--- src/rtl/cook_pkg.sv ---
`default_nettype none
// ============================================================================
//  Module      : cook_pkg
//  Description : Shared state encodings, quick-start digits and keypad helpers
//                for the microwave cook-cycle sequencer.
//  Revision    : 1.0 - initial release
// ============================================================================
package cook_pkg;

    typedef enum logic [2:0] {
        ST_IDLE   = 3'd0,
        ST_ENTRY  = 3'd1,
        ST_COOK   = 3'd2,
        ST_PAUSED = 3'd3,
        ST_DONE   = 3'd4,
        ST_QLOAD  = 3'd5
    } state_t;

    // Quick-start entry 3,0 (30 s); first digit in the upper nibble.
    localparam logic [7:0] QUICK_DIGITS = {4'd3, 4'd0};

    function automatic logic is_onehot(input logic [9:0] keys);
        logic [3:0] n;
        n = 4'd0;
        for (int i = 0; i < 10; i++) begin
            n = n + {3'b000, keys[i]};
        end
        return (n == 4'd1);
    endfunction

    function automatic logic [3:0] key_encode(input logic [9:0] keys);
        logic [3:0] d;
        d = 4'd0;
        for (int i = 0; i < 10; i++) begin
            if (keys[i]) d = 4'(i);
        end
        return d;
    endfunction

endpackage
`default_nettype wire

--- src/rtl/tick_divider.sv ---
`default_nettype none
// ============================================================================
//  Module      : tick_divider
//  Description : Counts 0..CLK_HZ-1 while run is high and pulses tick on wrap.
//                restart forces the count to zero and suppresses the tick.
//  Revision    : 1.0 - initial release
// ============================================================================
module tick_divider #(
    parameter int CLK_HZ = 100
) (
    input  logic clock,
    input  logic reset,
    input  logic run,
    input  logic restart,
    output logic tick
);

    localparam int W = (CLK_HZ > 1) ? $clog2(CLK_HZ) : 1;
    localparam logic [W-1:0] C_LAST = W'(CLK_HZ - 1);

    logic [W-1:0] r_cnt;

    always_ff @(posedge clock) begin
        if (reset || restart) begin
            r_cnt <= '0;
        end else if (run) begin
            r_cnt <= (r_cnt == C_LAST) ? '0 : r_cnt + 1'b1;
        end
    end

    assign tick = run & ~restart & (r_cnt == C_LAST);

endmodule
`default_nettype wire

--- src/rtl/cook_sequencer.sv ---
`default_nettype none
// ============================================================================
//  Module      : cook_sequencer
//  Description : Microwave cook-cycle controller: keypad digit loads, 1 Hz
//                count tick, magnetron enable and done beeper.
//                Optional quick start (3,0 then cook) when QUICK_START_EN is
//                defined.
//  Revision    : 1.0 - initial release
// ============================================================================
module cook_sequencer
    import cook_pkg::*;
#(
    parameter int CLK_HZ     = 100,
    parameter int BEEP_SECS  = 3,
    parameter int MAX_DIGITS = 4
) (
    input  logic       clock,
    input  logic       reset,
    input  logic [9:0] keypad,
    input  logic       startn,
    input  logic       stopn,
    input  logic       clearn,
    input  logic       door_closed,
    input  logic       timer_zero,
    output logic [3:0] digit_data,
    output logic       digit_loadn,
    output logic       count_tick,
    output logic       cnt_clear,
    output logic       mag_on,
    output logic       beep,
    output logic [2:0] state_code
);

    localparam int CW = $clog2(MAX_DIGITS + 1);
    localparam int BW = (BEEP_SECS > 1) ? $clog2(BEEP_SECS) : 1;
    localparam logic [CW-1:0] C_MAX_CNT   = CW'(MAX_DIGITS);
    localparam logic [BW-1:0] C_BEEP_LAST = BW'(BEEP_SECS - 1);

    state_t        r_state;
    logic [CW-1:0] r_count;
    logic [BW-1:0] r_beep_ticks;
    logic [2:0]    r_btn_prev;
    logic [2:0]    r_btn_ev;
    logic [9:0]    r_key_prev;
    logic          r_key_ev;
    logic [3:0]    r_key_digit;
`ifdef QUICK_START_EN
    logic [1:0]    r_qstep;
`endif

    logic w_start, w_stop, w_clear, w_any_event;
    logic w_cook_to_done, w_div_run, w_div_restart, w_div_tick;

    assign w_start     = r_btn_ev[2];
    assign w_stop      = r_btn_ev[1];
    assign w_clear     = r_btn_ev[0];
    assign w_any_event = (|r_btn_ev) | r_key_ev;

    // Button falls and fresh single keys become one-cycle events a cycle later.
    always_ff @(posedge clock) begin
        if (reset) begin
            r_btn_prev  <= 3'b111;
            r_btn_ev    <= 3'b000;
            r_key_prev  <= '0;
            r_key_ev    <= 1'b0;
            r_key_digit <= 4'd0;
        end else begin
            r_btn_prev  <= {startn, stopn, clearn};
            r_btn_ev    <= r_btn_prev & ~{startn, stopn, clearn};
            r_key_prev  <= keypad;
            r_key_ev    <= (r_key_prev == 10'd0) && is_onehot(keypad);
            r_key_digit <= key_encode(keypad);
        end
    end

    // Divider is zeroed outside cooking and on the edge into DONE; held while paused.
    assign w_cook_to_done = (r_state == ST_COOK) && timer_zero && !w_clear
                            && !w_stop && door_closed;
    assign w_div_run      = (r_state == ST_COOK) || (r_state == ST_DONE);
    assign w_div_restart  = !((r_state == ST_COOK) || (r_state == ST_PAUSED)
                              || (r_state == ST_DONE)) || w_cook_to_done;

    tick_divider #(
        .CLK_HZ (CLK_HZ)
    ) u_tick_divider (
        .clock   (clock),
        .reset   (reset),
        .run     (w_div_run),
        .restart (w_div_restart),
        .tick    (w_div_tick)
    );

    assign count_tick = w_div_tick && (r_state == ST_COOK);
    assign state_code = r_state;

    always_ff @(posedge clock) begin
        if (reset) begin
            r_state      <= ST_IDLE;
            r_count      <= '0;
            r_beep_ticks <= '0;
            digit_data   <= 4'd0;
            digit_loadn  <= 1'b1;
            cnt_clear    <= 1'b0;
            mag_on       <= 1'b0;
            beep         <= 1'b0;
`ifdef QUICK_START_EN
            r_qstep      <= 2'd0;
`endif
        end else begin
            digit_loadn <= 1'b1;
            cnt_clear   <= 1'b0;
            case (r_state)
                ST_IDLE: begin
                    mag_on <= 1'b0;
                    beep   <= 1'b0;
`ifdef QUICK_START_EN
                    if (w_start && door_closed) begin
                        r_state     <= ST_QLOAD;
                        r_qstep     <= 2'd0;
                        digit_data  <= QUICK_DIGITS[7:4];
                        digit_loadn <= 1'b0;
                    end else
`endif
                    if (r_key_ev) begin
                        r_state     <= ST_ENTRY;
                        r_count     <= CW'(1);
                        digit_data  <= r_key_digit;
                        digit_loadn <= 1'b0;
                    end
                end
                ST_ENTRY: begin
                    if (w_clear) begin
                        cnt_clear <= 1'b1;
                        r_count   <= '0;
                        r_state   <= ST_IDLE;
                    end else if (w_start) begin
                        if (door_closed && !timer_zero) begin
                            r_state <= ST_COOK;
                            mag_on  <= 1'b1;
                        end
                    end else if (r_key_ev && (r_count < C_MAX_CNT)) begin
                        r_count     <= r_count + 1'b1;
                        digit_data  <= r_key_digit;
                        digit_loadn <= 1'b0;
                    end
                end
                ST_COOK: begin
                    if (w_clear) begin
                        cnt_clear <= 1'b1;
                        r_count   <= '0;
                        mag_on    <= 1'b0;
                        r_state   <= ST_IDLE;
                    end else if (w_stop || !door_closed) begin
                        mag_on  <= 1'b0;
                        r_state <= ST_PAUSED;
                    end else if (timer_zero) begin
                        mag_on       <= 1'b0;
                        beep         <= 1'b1;
                        r_beep_ticks <= '0;
                        r_state      <= ST_DONE;
                    end
                end
                ST_PAUSED: begin
                    if (w_clear || w_stop) begin
                        cnt_clear <= 1'b1;
                        r_count   <= '0;
                        r_state   <= ST_IDLE;
                    end else if (w_start && door_closed) begin
                        mag_on  <= 1'b1;
                        r_state <= ST_COOK;
                    end
                end
                ST_DONE: begin
                    if (w_any_event) begin
                        beep    <= 1'b0;
                        r_count <= '0;
                        r_state <= ST_IDLE;
                    end else if (w_div_tick) begin
                        if (r_beep_ticks == C_BEEP_LAST) begin
                            beep    <= 1'b0;
                            r_count <= '0;
                            r_state <= ST_IDLE;
                        end else begin
                            r_beep_ticks <= r_beep_ticks + 1'b1;
                        end
                    end
                end
`ifdef QUICK_START_EN
                ST_QLOAD: begin
                    // Strobe 3, one idle cycle, strobe 0, then cook.
                    r_qstep <= r_qstep + 2'd1;
                    if (r_qstep == 2'd1) begin
                        digit_data  <= QUICK_DIGITS[3:0];
                        digit_loadn <= 1'b0;
                    end else if (r_qstep == 2'd2) begin
                        mag_on  <= 1'b1;
                        r_state <= ST_COOK;
                    end
                end
`endif
                default: begin
                    mag_on  <= 1'b0;
                    beep    <= 1'b0;
                    r_state <= ST_IDLE;
                end
            endcase
        end
    end

endmodule
`default_nettype wire

--- config.mk ---
export PLATFORM = sky130hd
export DESIGN_NAME = cook_sequencer
export DESIGN_NICKNAME = d
export VERILOG_FILES = /design/src/rtl/cook_pkg.sv /design/src/rtl/tick_divider.sv /design/src/rtl/cook_sequencer.sv
export SDC_FILE = /design/constraint.sdc
export NUM_CORES = 1
export LEC_CHECK = 0
export CORE_ASPECT_RATIO = 0.8
export CORE_UTILIZATION = 50
export CTS_CLUSTER_DIAMETER = 50
export DETAILED_ROUTE_END_ITERATION = 12
export PLACE_DENSITY = 0.72
export SKIP_CTS_REPAIR_TIMING = 1
export SLEW_MARGIN = 20
export SYNTH_ARGS = -nofsm -noshare
export SYNTH_HDL_FRONTEND = slang
export SYNTH_SLANG_ARGS = --single-unit
--- constraint.sdc ---
create_clock -name clock -period 3.5 [get_ports clock]
set_input_delay 0.35 -clock clock [delete_from_list [all_inputs] [get_ports clock]]
set_output_delay 0.35 -clock clock [all_outputs]
set_load 0.02 [all_outputs]
==> run_results.csv, run 1 <==
group,metric,value,unit
sta,finalSetupViolations,0,
route,wl_per_cell,13.50,um
min_path,hold_end,"r_btn_ev[1]",
global_route,grt_overflow_total,0,
sta,fin_skew,0.005500,ns
setup_path,r2r_slack,1.20,ns
sta,drv_slew,0,
setup_path,cpPeakStageDelay,0.51,ns
cells_and_area,drive_gt1_share,8.171,%
sta,fmax,311.1,MHz
clock_network,cts_tree,"yes",
clock_network,clk_pin_slew,0.08,ns
sta,fin_crit,3.215,ns
synthesis,netlist_area,2069,um2
min_path,hold_depth,2,
sta,worst_pin_slew,0.6673,ns
clock_network,clk_latency,0.29,ns
floorplanning,die_area,4402,um2
route,ant_nets,0,
sta,holdWs,0.4131,ns
synthesis,synth_cell_types,51,
global_route,grtUsageTotal,21.30,%
sta,max_slew_margin,55.45,%
cells_and_area,antennaDiodeCount,0,
route,drc_errors,0,
sta,min_period_over_period,91.85,%
power,ir_drop,0.2776,mV
setup_path,path_max_fanout,3,
setup_path,cp_num_buf_inv,5,
synthesis,synthArstFlopShare,0,%
floorplanning,coreArea,3879,um2
global_route,grt_pass1_wl,6.920,mm
synthesis,synth_area_leader_cell,"dfxtp_1",
cells_and_area,layout.nets,284,
synthesis,yosysMostFrequentCell,"dfxtp_1",
route,route.final.wire_length,4.212,mm
synthesis,seq_area_frac_synth,42.56,%
floorplanning,ioPinCount,29,
clock_network,cts_root_buffer,"clkbuf_8",
setup_path,worst_r2r_path_depth,5,
synthesis,synth-edff-count,0,
global_route,antenna_found_initial,0,
cells_and_area,area_growth,20.44,%
setup_path,crit_path_start_kind,"primary input",
min_path,hp-start,"r_btn_prev[1]",
clock_network,clkSinkCount,44,
min_path,hp-class,"flip-flop to flip-flop",
power,p_leak,0.9948,nW
placed_design,io_buffers,28,
synthesis,synth_top_area_share,42.56,%
placed_design,routabilityCongestion,0.8277,
synthesis,ys.flop_type,"dfxtp_1",
clock_network,cts_buffers,5,
power,p_per_area,414.2,nW/um2
floorplanning,die_h,59.54,um
floorplanning,start_util,53.35,%
global_route,grt_max_degree,24,
setup_path,worst_setup_path_end_kind,"flip-flop",
sta,grt_setup_unrepaired,"no",
outcome,status,"completed",
setup_path,cp_cell_sequence,"clkdlybuf4s50_1 -> fa_1 -> fa_1 -> inv_1 -> fa_1 -> inv_1 -> ha_1 -> inv_1 -> fa_1 -> inv_1 -> a2111oi_0 -> o2111a_1",
synthesis,yosys-top-cells-area,"dfxtp_1 43%, fa_1 5.8%, nor2_1 4.5%",
floorplanning,num_rows,20,
sta,setup_tns,0,ns
route,drt_iter0_markers,100,
job,cap_violations,0,
setup_path,worstPathArrival,3.46,ns
route,firstDrtPassIters,4,
placed_design,dp_hpwl,3.064,mm
setup_path,worstReg2RegEnd,"r_beep_ticks[1]",
floorplanning,die_w,73.93,um
synthesis,synth.avg_cell_area,9.117,um2
setup_path,crit_required,3.74,ns
setup_path,crit_path_top_delay_cell,"clkdlybuf4s50_1",
synthesis,yosys_warnings,0,
cells_and_area,multi_input_area,1064,um2
clock_network,htreeDepth,2,
setup_path,cp_top_family,"adder cells",
synthesis,synthesis.nets,255,
route,vias,1658,
setup_path,critPathKind,"primary input to flip-flop",
synthesis,synth_common_cells,"44 x dfxtp_1, 25 x nor2_1, 19 x inv_1",
synthesis,syn_inst,227,
cells_and_area,fillers,365,
cells_and_area,stdcell_area,2492,um2
route,via_per_inst,5.314,
placed_design,place_area,2399,um2
clock_network,clk_path_buf_depth,2,
cells_and_area,seq_area,880.8,um2
sta,finalHoldViolCount,0,
setup_path,r2r_start,"state_code[2]",
synthesis,synth_seq_cells,44,
global_route,grt_pass1_vias,1484,
state kept, by name, indices dropped and copies added (netlist names):
signal                flops
state_code                3
r_key_ev                  1
r_btn_ev                  3
r_btn_prev                3
r_key_digit               4
u_tick_divider.r_cnt      7
mag_on                    1
r_count                   3
cnt_clear                 1
digit_loadn               1
r_beep_ticks              2
beep                      1
r_key_prev               10
digit_data                4
worst min-delay path, stage by stage, from the launching register on:
cell,delay (ns)
dfxtp_1,0.30
inv_1,0.04
nor2_1,0.03
cells by family after synthesis:
logic type                 synth area share [%]
AOI/OAI and AO/OA                         15.90
buffers and inverters                     6.045
DFF                                       42.56
muxes                                     2.963
adders and majority gates                 8.827
xor gates and xnor gates                  2.963
and+or+nand+nor                           20.74
per-layer routing:
| metal | vias up | GRT usage [%] | part of all wire (%) |
|---|---|---|---|
| met5 | - | 0 | 0 |
| met4 | 0 | 5.769 | 1.0 |
| met3 | 6 | 5.952 | 4.2 |
| met2 | 29 | 30.00 | 41 |
| met1 | 774 | 31.63 | 53 |
| li1 | 849 | - | - |
worst max path at each step:
stage | startpoint | to | slack, ns | cells past startpoint
floorplan | keypad[0] | r_key_ev | 0.57 | 11
global placement | keypad[1] | r_key_ev | 0.04 | 12
detailed placement | keypad[1] | r_key_ev | -0.04 | 12
CTS | keypad[1] | r_key_ev | 0.30 | 12
global route | keypad[1] | r_key_ev | 0.04 | 12
finish | keypad[1] | r_key_ev | 0.29 | 12
cell usage in the layout (no fill, tap or decap), types with 5 or more instances in the layout:
cell type,Yosys,layout
and3_1,5,5
nor2_1,25,25
nand3_1,7,7
nand2_1,11,11
a21oi_1,12,12
dfxtp_1,44,44
clkdlybuf4s50_1,0,28
or3_1,5,5
nor2b_1,6,6
o21ai_0,6,6
ha_1,5,5
clkbuf_8,0,6
mux2i_1,5,5
inv_1,19,19
fa_1,6,6
xnor2_1,6,6
cell type report:
type                       count  area share [%]
clock buffer                   7           3.464
sequential                    44           35.34
multi-input combinational    153           42.67
inverter                      20           3.012
timing repair buffer          32           12.45
tap                           55           2.761
clock inverter                 1          0.3012
through the flow:
stage	power (mW)	util, %	setup WS [ns]	instances
after global placement	0.7150	61.84	0.04048	304
after detailed placement	0.7198	61.84	-0.03530	304
after floorplan	0.6588	-	0.5737	227
final	1.032	64.26	0.2854	312
after CTS	1.043	64.26	0.2977	312
after global routing	1.090	64.26	0.03788	312
power breakdown:
| group | leakage (nW) | switching (mW) | internal [mW] | total (mW) |
|---|---|---|---|---|
| Clock | 0.0445 | 0.164 | 0.160 | 0.324 |
| Combinational | 0.590 | 0.0869 | 0.0838 | 0.171 |
| Sequential | 0.360 | 0.0198 | 0.518 | 0.538 |
| Total | 0.995 | 0.270 | 0.762 | 1.03 |
No activity file was read; power rests on OpenSTA's default activity.
==> run 2, diff against run 1 <==
--- a/config.mk
+++ b/config.mk
@@ -6,12 +6,13 @@
 export NUM_CORES = 1
 export LEC_CHECK = 0
 export CORE_ASPECT_RATIO = 0.8
-export CORE_UTILIZATION = 50
+export CORE_UTILIZATION = 35
 export CTS_CLUSTER_DIAMETER = 50
 export DETAILED_ROUTE_END_ITERATION = 12
-export PLACE_DENSITY = 0.72
+export PLACE_DENSITY = 0.53
 export SKIP_CTS_REPAIR_TIMING = 1
 export SLEW_MARGIN = 20
 export SYNTH_ARGS = -nofsm -noshare
 export SYNTH_HDL_FRONTEND = slang
+export SYNTH_HIERARCHICAL = 1
 export SYNTH_SLANG_ARGS = --single-unit
==> constraint.sdc (replaced) <==
create_clock -name clock -period 3 [get_ports clock]
set_input_delay 0.3 -clock clock [delete_from_list [all_inputs] [get_ports clock]]
set_output_delay 0.3 -clock clock [all_outputs]
set_load 0.02 [all_outputs]
==> run 2 against run 1 <==
Worst hold slack got worse by 0.093 ns. Combinational power increased by 15%. Clock-buffer cell count decreased by 1. Cell area increased by 5.6%. First-iteration DRC count decreased by 34%. Global-route usage decreased by 5.9 points. Synthesized area increased by 3.0%. Largest cell class unchanged. Highest routed layer unchanged.
==> run_results.csv, run 2 <==
group,metric,value,unit
outcome,status,"completed",
global_route,grtUsageTotal,15.42,%
clock_network,clk_pin_slew,0.08,ns
setup_path,crit_path_top_delay_cell,"fa_1",
min_path,hp-class,"primary input to flip-flop",
cells_and_area,drive_gt1_share,12.22,%
setup_path,worstPathArrival,3.01,ns
setup_path,r2r_slack,0.47,ns
synthesis,synth_top_area_share,41.31,%
clock_network,clk_path_buf_depth,2,
sta,worst_pin_slew,0.6810,ns
setup_path,cpPeakStageDelay,0.51,ns
sta,max_slew_margin,54.12,%
setup_path,cp_cell_sequence,"dlymetal6s2s_1 -> fa_1 -> fa_1 -> inv_1 -> fa_1 -> inv_1 -> ha_2 -> inv_1 -> fa_2 -> nand4b_1 -> nor4_1",
synthesis,syn_inst,233,
min_path,hp-start,"keypad[0]",
setup_path,cp_num_buf_inv,4,
synthesis,yosys-top-cells-area,"dfxtp_1 41%, fa_1 5.6%, nor2_1 5.1%",
sta,finalHoldViolCount,0,
synthesis,netlist_area,2132,um2
global_route,grt_max_degree,20,
min_path,hold_end,"r_key_prev[0]",
route,route.final.wire_length,4.524,mm
route,wl_per_cell,12.89,um
floorplanning,die_area,6410,um2
setup_path,path_max_fanout,2,
synthesis,synth.avg_cell_area,9.150,um2
placed_design,placed_cells,344,
setup_path,critPathKind,"primary input to flip-flop",
sta,min_period_over_period,93.82,%
route,drt_iter0_markers,66,
synthesis,synthesis.nets,261,
power,power.total,1.161,mW
clock_network,cts_tree,"yes",
global_route,grt-busiest-layer,"met1",
cells_and_area,layout.nets,298,
sta,finalSetupViolations,0,
route,drc_errors,0,
synthesis,seq_area_frac_synth,41.31,%
floorplanning,ioPinCount,29,
placed_design,dp_hpwl,3.395,mm
clock_network,cts_root_buffer,"clkbuf_8",
floorplanning,start_util,36.26,%
sta,fin_crit,2.815,ns
floorplanning,num_rows,25,
global_route,antenna_found_initial,0,
setup_path,worst_setup_path_end_kind,"flip-flop",
power,p_leak,1.066,nW
synthesis,ys.flop_type,"dfxtp_1",
min_path,hold_depth,2,
clock_network,clk_latency,0.29,ns
global_route,gr-usage-met3,3.456,%
placed_design,io_buffers,28,
global_route,grt_pass1_vias,1478,
sta,fmax,355.3,MHz
cells_and_area,largest_register_ffs,10,
power,ir_drop,0.2173,mV
sta,drv_slew,0,
power,p_per_area,440.9,nW/um2
setup_path,r2r_start,"state_code[1]",
cells_and_area,layout_common_cells,"44 x dfxtp_1, 29 x nor2_1, 22 x clkdlybuf4s50_1",
cells_and_area,regMostFlops,"r_key_prev",
floorplanning,die_h,71.81,um
sta,holdWs,0.3204,ns
job,cap_violations,0,
global_route,grt_pass1_wl,7.445,mm
cells_and_area,largestRegisters,"r_key_prev: 10 flops, u_tick_divider/r_cnt: 7 flops",
sta,fin_skew,0.006656,ns
sta,grt_setup_unrepaired,"no",
clock_network,cts_buffers,5,
global_route,met1_usage,24.55,%
route,via_per_inst,4.783,
route,firstDrtPassIters,4,
setup_path,cp_top_family,"adder cells",
sta,setup_tns,0,ns
synthesis,synth_cell_types,46,
cells_and_area,antennaDiodeCount,0,
floorplanning,die_w,89.26,um
setup_path,worstReg2RegEnd,"r_count[2]",
clock_network,clkSinkCount,44,
route,ant_nets,0,
cells_and_area,final_util,44.77,%
setup_path,crit_path_start_kind,"primary input",
placed_design,routabilityCongestion,0.7687,
synthesis,synth_area_leader_cell,"dfxtp_1",
clock_network,htreeDepth,2,
setup_path,crit_required,3.20,ns
synthesis,synthArstFlopShare,0,%
global_route,grt_overflow_total,0,
setup_path,worst_r2r_path_depth,10,
cells_and_area,final_cells,351,
synthesis,synth-edff-count,0,
synthesis,synth_common_cells,"44 x dfxtp_1, 29 x nor2_1, 19 x inv_1",
synthesis,synth_seq_cells,44,
cells_and_area,final_common_cell,"dfxtp_1",
synthesis,yosys_warnings,6,
cells_and_area,area_growth,23.47,%
floorplanning,coreArea,5881,um2
synthesis,yosysMostFrequentCell,"dfxtp_1",
route,vias,1679,
global_route,grtUsageMet2,19.85,%
run 2: cell types whose count changed in the layout (fill, tap and decap cells not counted), sizes merged, moves of 4 or more:
cell,delta
nand4b,+4
o21ai,+5
dlymetal6s2s,+6
nor2,+4
nor2b,+4
a21oi,+4
clkdlybuf4s50,-6
xnor2,-5
buf,+7
nand4,+4
run 2: layer usage:
metal	share of wire (%)	vias up
met3	3.0	7
met1	55	767
met2	40	26
li1	-	879
met4	1.5	0
met5	0	-
run 2: worst max path at each step:
stage,startpoint,end,cells after the start
6_report,keypad[0],r_key_ev,11
5_1_grt,state_code[1],count_tick,6
4_1_cts,keypad[0],r_key_ev,12
3_5_place_dp,keypad[0],r_key_ev,12
3_3_place_gp,keypad[0],r_key_ev,12
2_1_floorplan,keypad[0],r_key_ev,11
run 2: cell families after synthesis:
kind of cell | after synthesis | synth area share, %
buffers and inverters | 28 | 6.455
and+or+nand+nor | 97 | 26.70
DFF | 44 | 41.31
xor gates and xnor gates | 4 | 1.643
AOI/OAI and AO/OA | 42 | 12.03
adders and majority gates | 11 | 8.568
muxes | 7 | 3.287
run 2: final cells by class:
type	instances	area, um2
clock buffers	6	72.57
clock inverters	1	5.005
fillers	612	3248
inverters	19	71.32
multi-input cells	161	1124
flip-flops and latches	44	880.8
well taps	81	101.3
repair buffers	39	377.9
run 2: through the flow:
| step | worst slack (ns) | cell area (um2) |
|---|---|---|
| 2_1_floorplan | 0.1571 | 2132 |
| 3_3_place_gp | -0.4045 | 2530 |
| 3_5_place_dp | -0.4463 | 2530 |
| 4_1_cts | -0.1309 | 2608 |
| 5_1_grt | 0.02972 | 2633 |
| 6_report | 0.1854 | 2633 |
run 2: where the power goes:
group,internal [mW],switching [mW]
clock,0.158,0.190
sequential,0.602,0.0144
combinational,0.0957,0.101
total,0.856,0.305
